**config.mk**
```make
export PLATFORM = sky130hd
export DESIGN_NAME = adder_arbiter
export DESIGN_NICKNAME = d
export VERILOG_FILES = /design/src/rtl/adder_arbiter.sv
export SDC_FILE = /design/constraint.sdc
export NUM_CORES = 1
export LEC_CHECK = 0
export ABC_AREA = 1
export ABC_CLOCK_PERIOD_IN_PS = 2020
export BUFFER_PORTS_ARGS = -buffer_cell sky130_fd_sc_hd__buf_4
export CORE_AREA = 2 2 75 56
export CTS_CLUSTER_DIAMETER = 120
export CTS_CLUSTER_SIZE = 16
export DETAILED_ROUTE_END_ITERATION = 6
export DIE_AREA = 0 0 77 58
export GPL_ROUTABILITY_DRIVEN = 0
export PLACE_DENSITY = 0.75
export SKIP_LAST_GASP = 1
export SYNTH_ARGS = -nofsm -noshare
export SYNTH_HDL_FRONTEND = slang
export SYNTH_SLANG_ARGS = --single-unit
```
**constraint.sdc**
```tcl
create_clock -name clk -period 2.02 [get_ports clk]
set_input_delay 0.101 -clock clk [delete_from_list [all_inputs] [get_ports clk]]
set_output_delay 0.101 -clock clk [all_outputs]
set_load 0.02 [all_outputs]
```
**src/rtl/adder_arbiter.sv**
```systemverilog
// Two-requester round-robin arbiter in front of a single registered 8-bit adder.
// Define ADDER_ARB_SAT_EN to clamp the sum to 8'hFF on carry-out (co still reports the carry).
module adder_arbiter (
   input  logic       clk,
   input  logic       rst_n,
   input  logic       req0,
   input  logic       req1,
   input  logic [7:0] a0,
   input  logic [7:0] b0,
   input  logic [7:0] a1,
   input  logic [7:0] b1,
   input  logic       cin0,
   input  logic       cin1,
   output logic [1:0] gnt,
   output logic       ack0,
   output logic       ack1,
   output logic [7:0] sum,
   output logic       co,
   output logic       busy
);

   typedef enum logic [1:0] {IDLE, EXEC, DONE} state_t;

   state_t     state;
   state_t     state_nxt;
   logic       last_gnt;
   logic       pick1;
   logic [7:0] op_a;
   logic [7:0] op_b;
   logic       op_c;
   logic [8:0] raw;

   // On a tie, requester 1 wins only if requester 0 was granted last.
   always_comb begin
      pick1 = req1 & (~req0 | ~last_gnt);
      raw   = {1'b0, op_a} + {1'b0, op_b} + {8'b0, op_c};
      busy  = (state != IDLE);
   end

   always_ff @(posedge clk or negedge rst_n) begin
      if (!rst_n) state <= IDLE;
      else        state <= state_nxt;
   end

   always_comb begin
      state_nxt = state;
      case (state)
         IDLE:    if (req0 | req1) state_nxt = EXEC;
         EXEC:    state_nxt = DONE;
         DONE:    state_nxt = IDLE;
         default: state_nxt = IDLE;
      endcase
   end

   always_ff @(posedge clk or negedge rst_n) begin
      if (!rst_n) begin
         gnt      <= 2'b00;
         ack0     <= 1'b0;
         ack1     <= 1'b0;
         sum      <= 8'h00;
         co       <= 1'b0;
         op_a     <= 8'h00;
         op_b     <= 8'h00;
         op_c     <= 1'b0;
         last_gnt <= 1'b1;
      end else begin
         ack0 <= 1'b0;
         ack1 <= 1'b0;
         case (state)
            IDLE: begin
               if (req0 | req1) begin
                  gnt      <= pick1 ? 2'b10 : 2'b01;
                  last_gnt <= pick1;
                  op_a     <= pick1 ? a1 : a0;
                  op_b     <= pick1 ? b1 : b0;
                  op_c     <= pick1 ? cin1 : cin0;
               end
            end
            EXEC: begin
`ifdef ADDER_ARB_SAT_EN
               sum <= raw[8] ? 8'hFF : raw[7:0];
`else
               sum <= raw[7:0];
`endif
               co   <= raw[8];
               // The ack lands in DONE, the cycle the fresh result is visible.
               ack0 <= gnt[0];
               ack1 <= gnt[1];
            end
            DONE: gnt <= 2'b00;
            default: gnt <= 2'b00;
         endcase
      end
   end

endmodule

```
Word-level counts from Yosys, hierarchy flattened. Cells that the tools add are included.

$add $sub $neg: 2. Equal/unequal tests: 2. Mux-type cells: 10. Bitwise gates (word level): 6. Reductions and logical operators: 4.

Operator list (count): $mux 8 (2); $add 8x8->9 (1); $add 9x1->9 (1); $pmux 2 s2 (2); $mux 2 (3); $reduce_and 2->1 (2); $mux 1 (3); $not 1->1 (3); $eq 2x1->1 const B (1); $logic_not 2->1 (1); $ne 2x2->1 const B (1); $or 1x1->1 (2); $reduce_bool 2->1 (1); $and 1x1->1 (1).

Bits in registers: 33. Input port bits: 38. Output and inout bits: 14.

Longest topological paths before layout. Gate-level depths: netlist of the first run.

Depth after elaboration: 6. Depth in mapped cells: 9.

Worst setup path after synthesis of the first run. OpenSTA, ideal clock, no wires.

Path type: flip-flop to flip-flop. Start: register op_a[0]. End: register co. Arrival: 1.717 ns. Data required time: 1.897 ns. Path slack: 0.180 ns. Stages on the path, launching flop included: 9. Path buffers: 0. Cell sequence: dfrtp_1 > fa_1 > fa_1 > nand2_1 > nand3_1 > nand3_1 > nor2_1 > o21ai_0 > nand2_1.

Word-level cells in the longest chain between the ends: 2.

RTL lines: start: declaration (RTL line 28) `logic [7:0] op_a;`; start signal: assignment (RTL line 74) `op_a <= pick1 ? a1 : a0;`; $add 8x8->9 (RTL line 36) `raw = {1'b0, op_a} + {1'b0, op_b} + {8'b0, op_c};`; $add 9x1->9 (RTL line 36); end signal: assignment (RTL line 85) `co <= raw[8];`; end: declaration (RTL line 18) `output logic co,`.

No other way between the ends. A chain may end at the register's enable or synchronous reset.

Worst setup path after layout of the first run.
Start: register op_a[0]. End: register sum[6].

Word-level cells in the longest chain between the ends: 2.

RTL lines: $add 8x8->9 (RTL line 36); $add 9x1->9 (RTL line 36); end signal: assignment (RTL line 83) `sum <= raw[7:0];`; end: declaration (RTL line 17) `output logic [7:0] sum,`.

No other way between the ends.

==> flow_metrics.tcl, run 1 <==
set metrics [dict create \
    post-route-period-util_pct 91.1 \
    yosysSeqAreaShare_pct 45.8 \
    fmax_mhz 544 \
    grt_pass1_wl_um 6800 \
    ir_worst_vdd_mv 0.583 \
    critPathMaxFanout 3 \
    grt_start_max_net_pins 34 \
    antenna_cells 0 \
    areaGrowthSynthToFinish_pct 27.7 \
    avgViaCountPerCell 4.77 \
    clk_pin_slew_ns 0.07 \
    dr.pass1.iters 4 \
    power.density_nw_per_um2 1680 \
    finalCriticalPeriod_ns 1.84 \
    cts_tree "built" \
    max_slew_margin_pct 41.7 \
    combPwrFrac_pct 56.7 \
    holdWs_ns 0.0203 \
    finalNonFillerCells 321 \
    synth_edf_count 0 \
    numCtsBuffers 5 \
    die_x_um 77 \
    io_buffers 51 \
    clock_power_share_pct 12.1 \
    core_um2 3760 \
    synth_flop_cell "dfrtp_1" \
    die_height_um 58 \
    synth_largest_area_cell "dfrtp_1" \
    tightest_slew_ns 0.874 \
    cell_internal_pwr_w 0.00210 \
    endpoint_kind "register" \
    rows 19 \
    pin_count 52 \
    worstSetupStartpointType "register" \
    h-tree-depth 2 \
    gr-usage-all-layers_pct 19.4 \
    ys_warn_count 0 \
    synth_seq_cells 33 \
    synth.distinct_cells 23 \
    netlist_instances 215 \
    synth_area_um2 1810 \
    timing.final.setup_violations 0 \
    cts-root-buf "clkbuf_8" \
    wl_per_cell_um 12.0 \
    swShare_pct 45.8 \
    seq_power_share_pct 31.2 \
    p_sw_w 0.00177 \
    cp.arrival_ns 2.01 \
    dp_hpwl_um 2910 \
    status "completed" \
    slew_violations 0 \
    tns_ns 0 \
    drive_above_1_share_pct 32.0 \
    remaining_drc_errors 0 \
    rsz0062_at_grt "no" \
    clk_path_buf_depth 2 \
    antenna_left 0 \
    grt_pass1_vias 1471 \
    drt-total-wl_um 3840 \
    dp_cells 312 \
    fin_util_pct 61.4 \
    holdPathStages 3 \
    cap_viol_max_count 0 \
    nets 315 \
    p_leak_nw 1.19 \
    grt_overflow_total 0 \
    synth_area_per_cell_um2 8.40 \
    hold_violations 0 \
    vias 1531 \
    yosysTopAreaCellShare_pct 44.4 \
    antenna_found_initial 0 \
    drt_iter0_drc 71 \
    die-area_um2 4470 \
    fin_worst_skew_ns 0.00643 \
    synth_area_leaders "dfrtp_1, nand2_1, o21ai_2" \
    worstRegToRegCells 8 \
    critPathKind "register to register" \
    clkLatencyLatePin_ns 0.28 \
    syn_nets 262 \
    async_flop_share_pct 100 \
    cp.required_ns 2.19 \
    hp-class "input pin to register" \
    cts_setup_buffers 0 \
    cts_sinks 33 \
    initial_core_util_pct 48.1 \
]
-- cells by family after synthesis --
group                    share of synthesized area [%]
AO/OA/AOI/OAI                                     14.0
adder cells (fa/ha/maj)                           7.07
buffers and inverters                             6.93
flip-flops                                        45.8
AND/OR/NAND/NOR                                   26.2
-- critical path, stage by stage, from the launching register on --
cell	delay, ns
dfrtp_1	0.40
fa_2	0.41
fa_1	0.40
nand2_1	0.12
nand3_2	0.10
nand3_2	0.09
nand3_1	0.07
nand3_1	0.09
nand2_1	0.05
-- through the flow --
| stage | setup WS [ns] | power (W) | area, um2 |
|---|---|---|---|
| after floorplan | 0.180 | 0.00281 | 1810 |
| after global placement | 0.0976 | 0.00331 | 2200 |
| after detailed placement | 0.0816 | 0.00337 | 2200 |
| after CTS | 0.0722 | 0.00385 | 2290 |
| after global routing | 0.0214 | 0.00429 | 2300 |
| final | 0.180 | 0.00387 | 2300 |
-- layout by cell type (no fill, tap or decap) --
master / count
inv_4: 1
a21oi_1: 5
dlygate4sd3_1: 1
nand2_4: 1
nor2_2: 1
clkbuf_1: 3
o22ai_1: 1
nand3b_1: 1
buf_4: 51
nor2_4: 2
dfstp_2: 1
clkbuf_8: 5
nand3_1: 15
inv_1: 16
nand2_1: 71
nand3_2: 2
dfrtp_1: 32
o21ai_2: 19
nor2_1: 18
o21ai_0: 7
ha_1: 7
or2_1: 1
o21ai_1: 4
fa_2: 1
fa_1: 1
inv_2: 2
-- what timing repair did --
action	CTS	global route
hold buffers	1	0
gates resized for setup	0	4
setup endpoints to repair	0	2
hold endpoints to repair	32	0
-- metal layers --
layer | up-vias | wire [um] | share of wire (%) | GRT usage, %
met5 | - | 0 | 0 | 0
met2 | 51 | 1580 | 41 | 28.7
li1 | 796 | - | - | -
met3 | 7 | 273 | 7.1 | 4.98
met1 | 677 | 1950 | 51 | 28.6
met4 | 0 | 35 | 0.91 | 5.61
-- sequential cells by signal (all words and copies together), names as in the netlist, 2 cells and up --
signal  count
op_a        8
op_b        8
sum         8
gnt         2
state       2
-- layout make-up --
type	count	area [um2]
repair buffers	52	393
inverters	19	73.8
flip-flops and latches	33	827
clock buffers	8	80.1
well taps	52	65.1
fillers	371	1450
multi-input cells	157	866
-- cells in the mapped netlist (2+ instances only) --
library cell and number:
buf_2 2, o21ai_1 3, fa_1 2, buf_6 3, inv_2 2, inv_1 16, o21ai_0 8, nand2_1 71
o21ai_2 19, nand3_1 17, nor2_1 18, ha_1 7, a21oi_1 5, dfrtp_1 32, nor2_4 2
-- power groups by stage --
stage	clock [W]	sequential (W)	combinational, W
6_report	0.000467	0.00121	0.00219
4_1_cts	0.000478	0.00121	0.00216
3_3_place_gp	0	0.00120	0.00211
2_1_floorplan	0	0.00131	0.00150
5_1_grt	0.000507	0.00125	0.00253
3_5_place_dp	0	0.00122	0.00215
-- worst paths after layout --
path / from / end / slack, ns
min in group asynchronous: rst_n / op_a[6] / 0.30
setup reg to reg: op_a[0] / sum[6] / 0.18
max in group asynchronous: rst_n / last_gnt / 1.39
hold / removal: a0[6] / op_a[6] / 0.02
hold reg to reg: last_gnt / last_gnt / 0.47
setup / recovery: op_a[0] / sum[6] / 0.18
No activity file was read; power rests on OpenSTA's default activity.
==> inputs of run 2 (changes only) <==
--- a/config.mk
+++ b/config.mk
@@ -8,11 +8,11 @@
 export ABC_AREA = 1
 export ABC_CLOCK_PERIOD_IN_PS = 2020
 export BUFFER_PORTS_ARGS = -buffer_cell sky130_fd_sc_hd__buf_4
-export CORE_AREA = 2 2 75 56
+export CORE_AREA = 2 2 49 85
 export CTS_CLUSTER_DIAMETER = 120
 export CTS_CLUSTER_SIZE = 16
 export DETAILED_ROUTE_END_ITERATION = 6
-export DIE_AREA = 0 0 77 58
+export DIE_AREA = 0 0 51 87
 export GPL_ROUTABILITY_DRIVEN = 0
 export PLACE_DENSITY = 0.75
 export SKIP_LAST_GASP = 1
==> run 2 against run 1 <==
Die area decreased by 0.65%. Clock skew increased by 0.0011 ns. Fmax decreased by 1.8%. Clock power about the same. Combinational power decreased by 2%. Critical path depth unchanged. Total power decreased by 1.5%. Sequential cell count unchanged. Setup slack got worse by 0.035 ns. Critical endpoint is now co. Largest power group unchanged.
==> flow_metrics.tcl, run 2 (same netlist as run 1, synthesis figures left out) <==
set metrics [dict create \
    worstSetupStartpointType "register" \
    io_buffers 51 \
    layout_commonest_cell "nand2_1" \
    h-tree-depth 2 \
    max_slew_margin_pct 42.3 \
    cp.required_ns 2.19 \
    critPathMaxFanout 3 \
    areaGrowthSynthToFinish_pct 27.5 \
    hp-class "input pin to register" \
    slew_violations 0 \
    post-route-period-util_pct 92.8 \
    drt_iter0_drc 34 \
    cts_tree "built" \
    die_height_um 87 \
    gr-usage-all-layers_pct 18.2 \
    holdPathStages 3 \
    rsz0062_at_grt "no" \
    finalCriticalPeriod_ns 1.87 \
    clkLatencyLatePin_ns 0.28 \
    grt_pass1_wl_um 6200 \
    fill_cells 357 \
    grt_overflow_total 0 \
    tns_ns 0 \
    cts_setup_buffers 0 \
    die_x_um 51 \
    antenna_cells 0 \
    grt_start_max_net_pins 34 \
    initial_core_util_pct 47.6 \
    hold_violations 0 \
    endpoint_kind "register" \
    worstRegToRegCells 8 \
    drt-total-wl_um 3660 \
    cts_sinks 33 \
    cp.arrival_ns 2.05 \
    numCtsBuffers 5 \
    clk_path_buf_depth 2 \
    vias 1515 \
    multiInputGateArea_um2 866 \
    core_um2 3790 \
    dp_hpwl_um 2850 \
    cts-root-buf "clkbuf_8" \
    die-area_um2 4440 \
    largestRegisters "op_a (8), op_b (8), sum (8)" \
    grt_pass1_vias 1483 \
    seqCellArea_um2 827 \
    pin_count 52 \
    power.density_nw_per_um2 1660 \
    dr.pass1.iters 4 \
    antenna_found_initial 0 \
    tightest_slew_ns 0.866 \
    cap_viol_max_count 0 \
    remaining_drc_errors 0 \
    critPathKind "register to register" \
    fmax_mhz 534 \
    layout_common_cells "nand2_1, buf_4, dfrtp_1" \
    ir_worst_vdd_mv 0.855 \
    wl_per_cell_um 11.6 \
    antenna_left 0 \
    status "completed" \
    timing.final.setup_violations 0 \
    avgViaCountPerCell 4.78 \
    clk_pin_slew_ns 0.07 \
    holdWs_ns 0.0159 \
    nets 315 \
    fin_worst_skew_ns 0.00749 \
    rows 30 \
    p_leak_nw 1.20 \
    drive_above_1_share_pct 32.7 \
]
## run 2: power breakdown
part / switching [W] / internal, W
Sequential: 0.000197 / 0.000997
Clock: 0.000229 / 0.000238
Combinational: 0.00131 / 0.000846
## run 2: stage by stage
step	area, um2	std cells	total power [W]	worst slack [ns]	util (%)
global placement	2200	308	0.00328	0.0806	58.0
CTS	2290	317	0.00381	0.0210	60.4
floorplan	1810	215	0.00281	0.180	-
finish	2300	317	0.00381	0.146	60.7
detailed placement	2200	308	0.00333	0.0242	58.0
global route	2300	317	0.00419	0.00898	60.7
## run 2: path summary, 6_finish.rpt
| path | start | slack [ns] | end |
|---|---|---|---|
| max reg2reg | op_a[0] | 0.15 | co |
| max | op_a[0] | 0.15 | co |
| min in group asynchronous | rst_n | 0.30 | sum[5] |
| max in group asynchronous | rst_n | 1.40 | last_gnt |
| min reg2reg | last_gnt | 0.48 | last_gnt |
| min | a0[5] | 0.02 | op_a[5] |
## run 2: area by class of cell
| cell class | instances | share of cell area (%) |
|---|---|---|
| Multi-Input combinational cell | 157 | 37.6 |
| Sequential cell | 33 | 35.9 |
| Timing Repair Buffer | 52 | 17.1 |
| Inverter | 19 | 3.21 |
| Clock buffer | 6 | 3.15 |
| Tap cell | 48 | 2.61 |
| Clock inverter | 2 | 0.435 |
## run 2: worst max-delay path: stages (launching register included)
cell     delay (ns)
dfrtp_1        0.40
fa_2           0.41
fa_1           0.39
nand2_1        0.12
nand3_2        0.09
nand3_2        0.10
nor2_1         0.05
o21ai_0        0.14
nand2_1        0.06
## run 2: what timing repair did
action / 4_1_cts / 5_1_grt
gates resized for setup: 0 / 3
hold buffers: 1 / 0
hold endpoints to repair: 32 / 0
setup endpoints to repair: 0 / 2
## run 2: per-layer routing
metal	global-route usage (%)	wire, um	up-vias
li1	-	-	798
met1	19.8	1450	678
met2	33.3	2030	33
met3	2.58	108	6
met4	9.34	72	0
met5	0	0	-
==> inputs of run 3 (changes only) <==
--- a/config.mk
+++ b/config.mk
@@ -8,13 +8,15 @@
 export ABC_AREA = 1
 export ABC_CLOCK_PERIOD_IN_PS = 2020
 export BUFFER_PORTS_ARGS = -buffer_cell sky130_fd_sc_hd__buf_4
-export CORE_AREA = 2 2 49 85
+export CELL_PAD_IN_SITES_DETAIL_PLACEMENT = 1
+export CELL_PAD_IN_SITES_GLOBAL_PLACEMENT = 2
+export CORE_AREA = 2 2 63 110
 export CTS_CLUSTER_DIAMETER = 120
 export CTS_CLUSTER_SIZE = 16
 export DETAILED_ROUTE_END_ITERATION = 6
-export DIE_AREA = 0 0 51 87
+export DIE_AREA = 0 0 65 112
 export GPL_ROUTABILITY_DRIVEN = 0
-export PLACE_DENSITY = 0.75
+export PLACE_DENSITY_LB_ADDON = 0.1
 export SKIP_LAST_GASP = 1
 export SYNTH_ARGS = -nofsm -noshare
 export SYNTH_HDL_FRONTEND = slang
==> run 3 against run 2 <==
Register-to-register slack gained 0.02 ns. Sequential share of layout area decreased by 2.0 points. Critical path depth unchanged. Via count increased by 2.4%. Sequential power hardly changed. Utilization fell by 23 points. Combinational power rose by 3%. Fmax increased by 0.88%. First-iteration DRC count up 8.8%. Die area increased by 64%. Critical path type unchanged. Highest routed layer unchanged.
==> flow_metrics.tcl, run 3 (same netlist as run 1, synthesis figures left out) <==
set metrics [dict create \
    slew_violations 0 \
    die_height_um 112 \
    layout_common_cells "nand2_1, buf_4, dfrtp_1" \
    fin_worst_skew_ns 0.00483 \
    r2r-start "op_a[0]" \
    worstSetupStartpointType "register" \
    die-area_um2 7280 \
    r2r_end "sum[6]" \
    core_um2 6390 \
    h-tree-depth 2 \
    numCtsBuffers 5 \
    min-delay-start "a0[2]" \
    cts_sinks 33 \
    crit_buf_inv 0 \
    slowest_delay_ns 0.41 \
    timing.final.setup_violations 0 \
    largestRegisters "op_a (8), op_b (8), sum (8)" \
    cp_cell_sequence "fa_2 > fa_1 > nand2_1 > nand3_2 > nand3_2 > nand3_1 > nand3_1 > nand2_1" \
    drt_iter0_drc 37 \
    wl_per_cell_um 13.1 \
    p_leak_nw 1.23 \
    clkLatencyLatePin_ns 0.28 \
    grt_pass1_wl_um 8110 \
    grt_pass1_vias 1681 \
    drive_above_1_share_pct 33.3 \
    hp-class "input pin to register" \
    remaining_drc_errors 0 \
    avgViaCountPerCell 4.41 \
    cts_setup_buffers 0 \
    hold_violations 0 \
    crit_family "adder cells" \
    ir_worst_vdd_mv 0.507 \
    die_x_um 65 \
    dp_hpwl_um 3640 \
    r2r_setup_slack_ns 0.16 \
    rows 39 \
    antenna_cells 0 \
    cts-root-buf "clkbuf_16" \
    drt-total-wl_um 4600 \
    finalCriticalPeriod_ns 1.86 \
    finalNonFillerCells 352 \
    grt_overflow_total 0 \
    gr-usage-all-layers_pct 14.4 \
    nets 316 \
    cts_tree "built" \
    crit_slowest_cell "fa_2" \
    tns_ns 0 \
    post-route-period-util_pct 92.0 \
    vias 1552 \
    fill_cells 780 \
    dp_cells 343 \
    pin_count 52 \
    cp-endpoint "sum[6]" \
    total_power_w 0.00428 \
    antenna_left 0 \
    endpoint_kind "register" \
    tightest_slew_ns 0.443 \
    worstRegToRegCells 8 \
    antenna_found_initial 0 \
    grt_start_max_net_pins 34 \
    rsz0062_at_grt "no" \
    critPathMaxFanout 3 \
    initial_core_util_pct 28.2 \
    fmax_mhz 538 \
    status "completed" \
    max_slew_margin_pct 70.4 \
    cap_viol_max_count 0 \
    dr.pass1.iters 3 \
    cp.required_ns 2.19 \
    io_buffers 51 \
    clk_path_buf_depth 2 \
    crit_start "op_a[0]" \
    power.density_nw_per_um2 1750 \
    worst-path-stages 8 \
    clk_pin_slew_ns 0.05 \
    layout_commonest_cell "nand2_1" \
    critPathKind "register to register" \
    areaGrowthSynthToFinish_pct 35.2 \
    cp.arrival_ns 2.02 \
]
run 3: metrics by stage:
step	setup WS, ns	instance area [um2]	utilization, %	hold slack [ns]
finish	0.162	2440	38.2	0.0347
global route	0.00541	2440	38.2	0.0368
CTS	0.0371	2430	38.1	0.0303
detailed placement	0.00517	2250	35.2	0.0850
global placement	0.0318	2250	35.2	0.0837
floorplan	0.180	1810	-	-0.195
run 3: area by class of cell:
class	count	area [um2]	share of cell area (%)
Multi-Input combinational cell	157	866	35.5
Sequential cell	33	827	33.9
Timing Repair Buffer	53	400	16.4
Clock buffer	5	125	5.13
Tap cell	82	103	4.20
Inverter	19	73.8	3.02
Clock inverter	3	46.3	1.90
run 3: worst min-delay path by stage:
stage / slack (ns) / cells after the start / to
after global placement: 0.08 / 1 / ack1
final: 0.03 / 3 / op_a[2]
after floorplan: -0.19 / 0 / ack0
after global routing: 0.04 / 3 / op_a[4]
after CTS: 0.03 / 3 / op_a[4]
after detailed placement: 0.09 / 1 / ack0
run 3: where the power goes:
part | switching, W | total, W | internal (W) | leakage, nW
Clock | 0.000290 | 0.000873 | 0.000583 | 0.0800
Combinational | 0.00135 | 0.00221 | 0.000860 | 0.750
Sequential | 0.000206 | 0.00120 | 0.000998 | 0.405
Total | 0.00184 | 0.00428 | 0.00244 | 1.23
run 3: per-layer routing:
layer / up-vias / track usage, % / wire length [um]
li1: 795 / - / -
met1: 709 / 16.6 / 1870
met2: 40 / 25.2 / 2450
met3: 8 / 3.33 / 186
met4: 0 / 5.39 / 102
met5: - / 0 / 0
run 3: timing repair:
| action | in CTS | in global routing |
|---|---|---|
| endpoints found under the setup margin | 1 | 2 |
| resized for setup | 1 | 3 |
| cloned | 0 | 0 |
| pin swaps | 0 | 1 |
| hold buffers | 1 | 0 |
| hold endpoints to repair | 32 | 0 |
run 3: tightest hold or removal path: cells and delay by family:
kind,cells,cell delay (ns)
simple gates,2,0.09
buf+inv,1,0.08
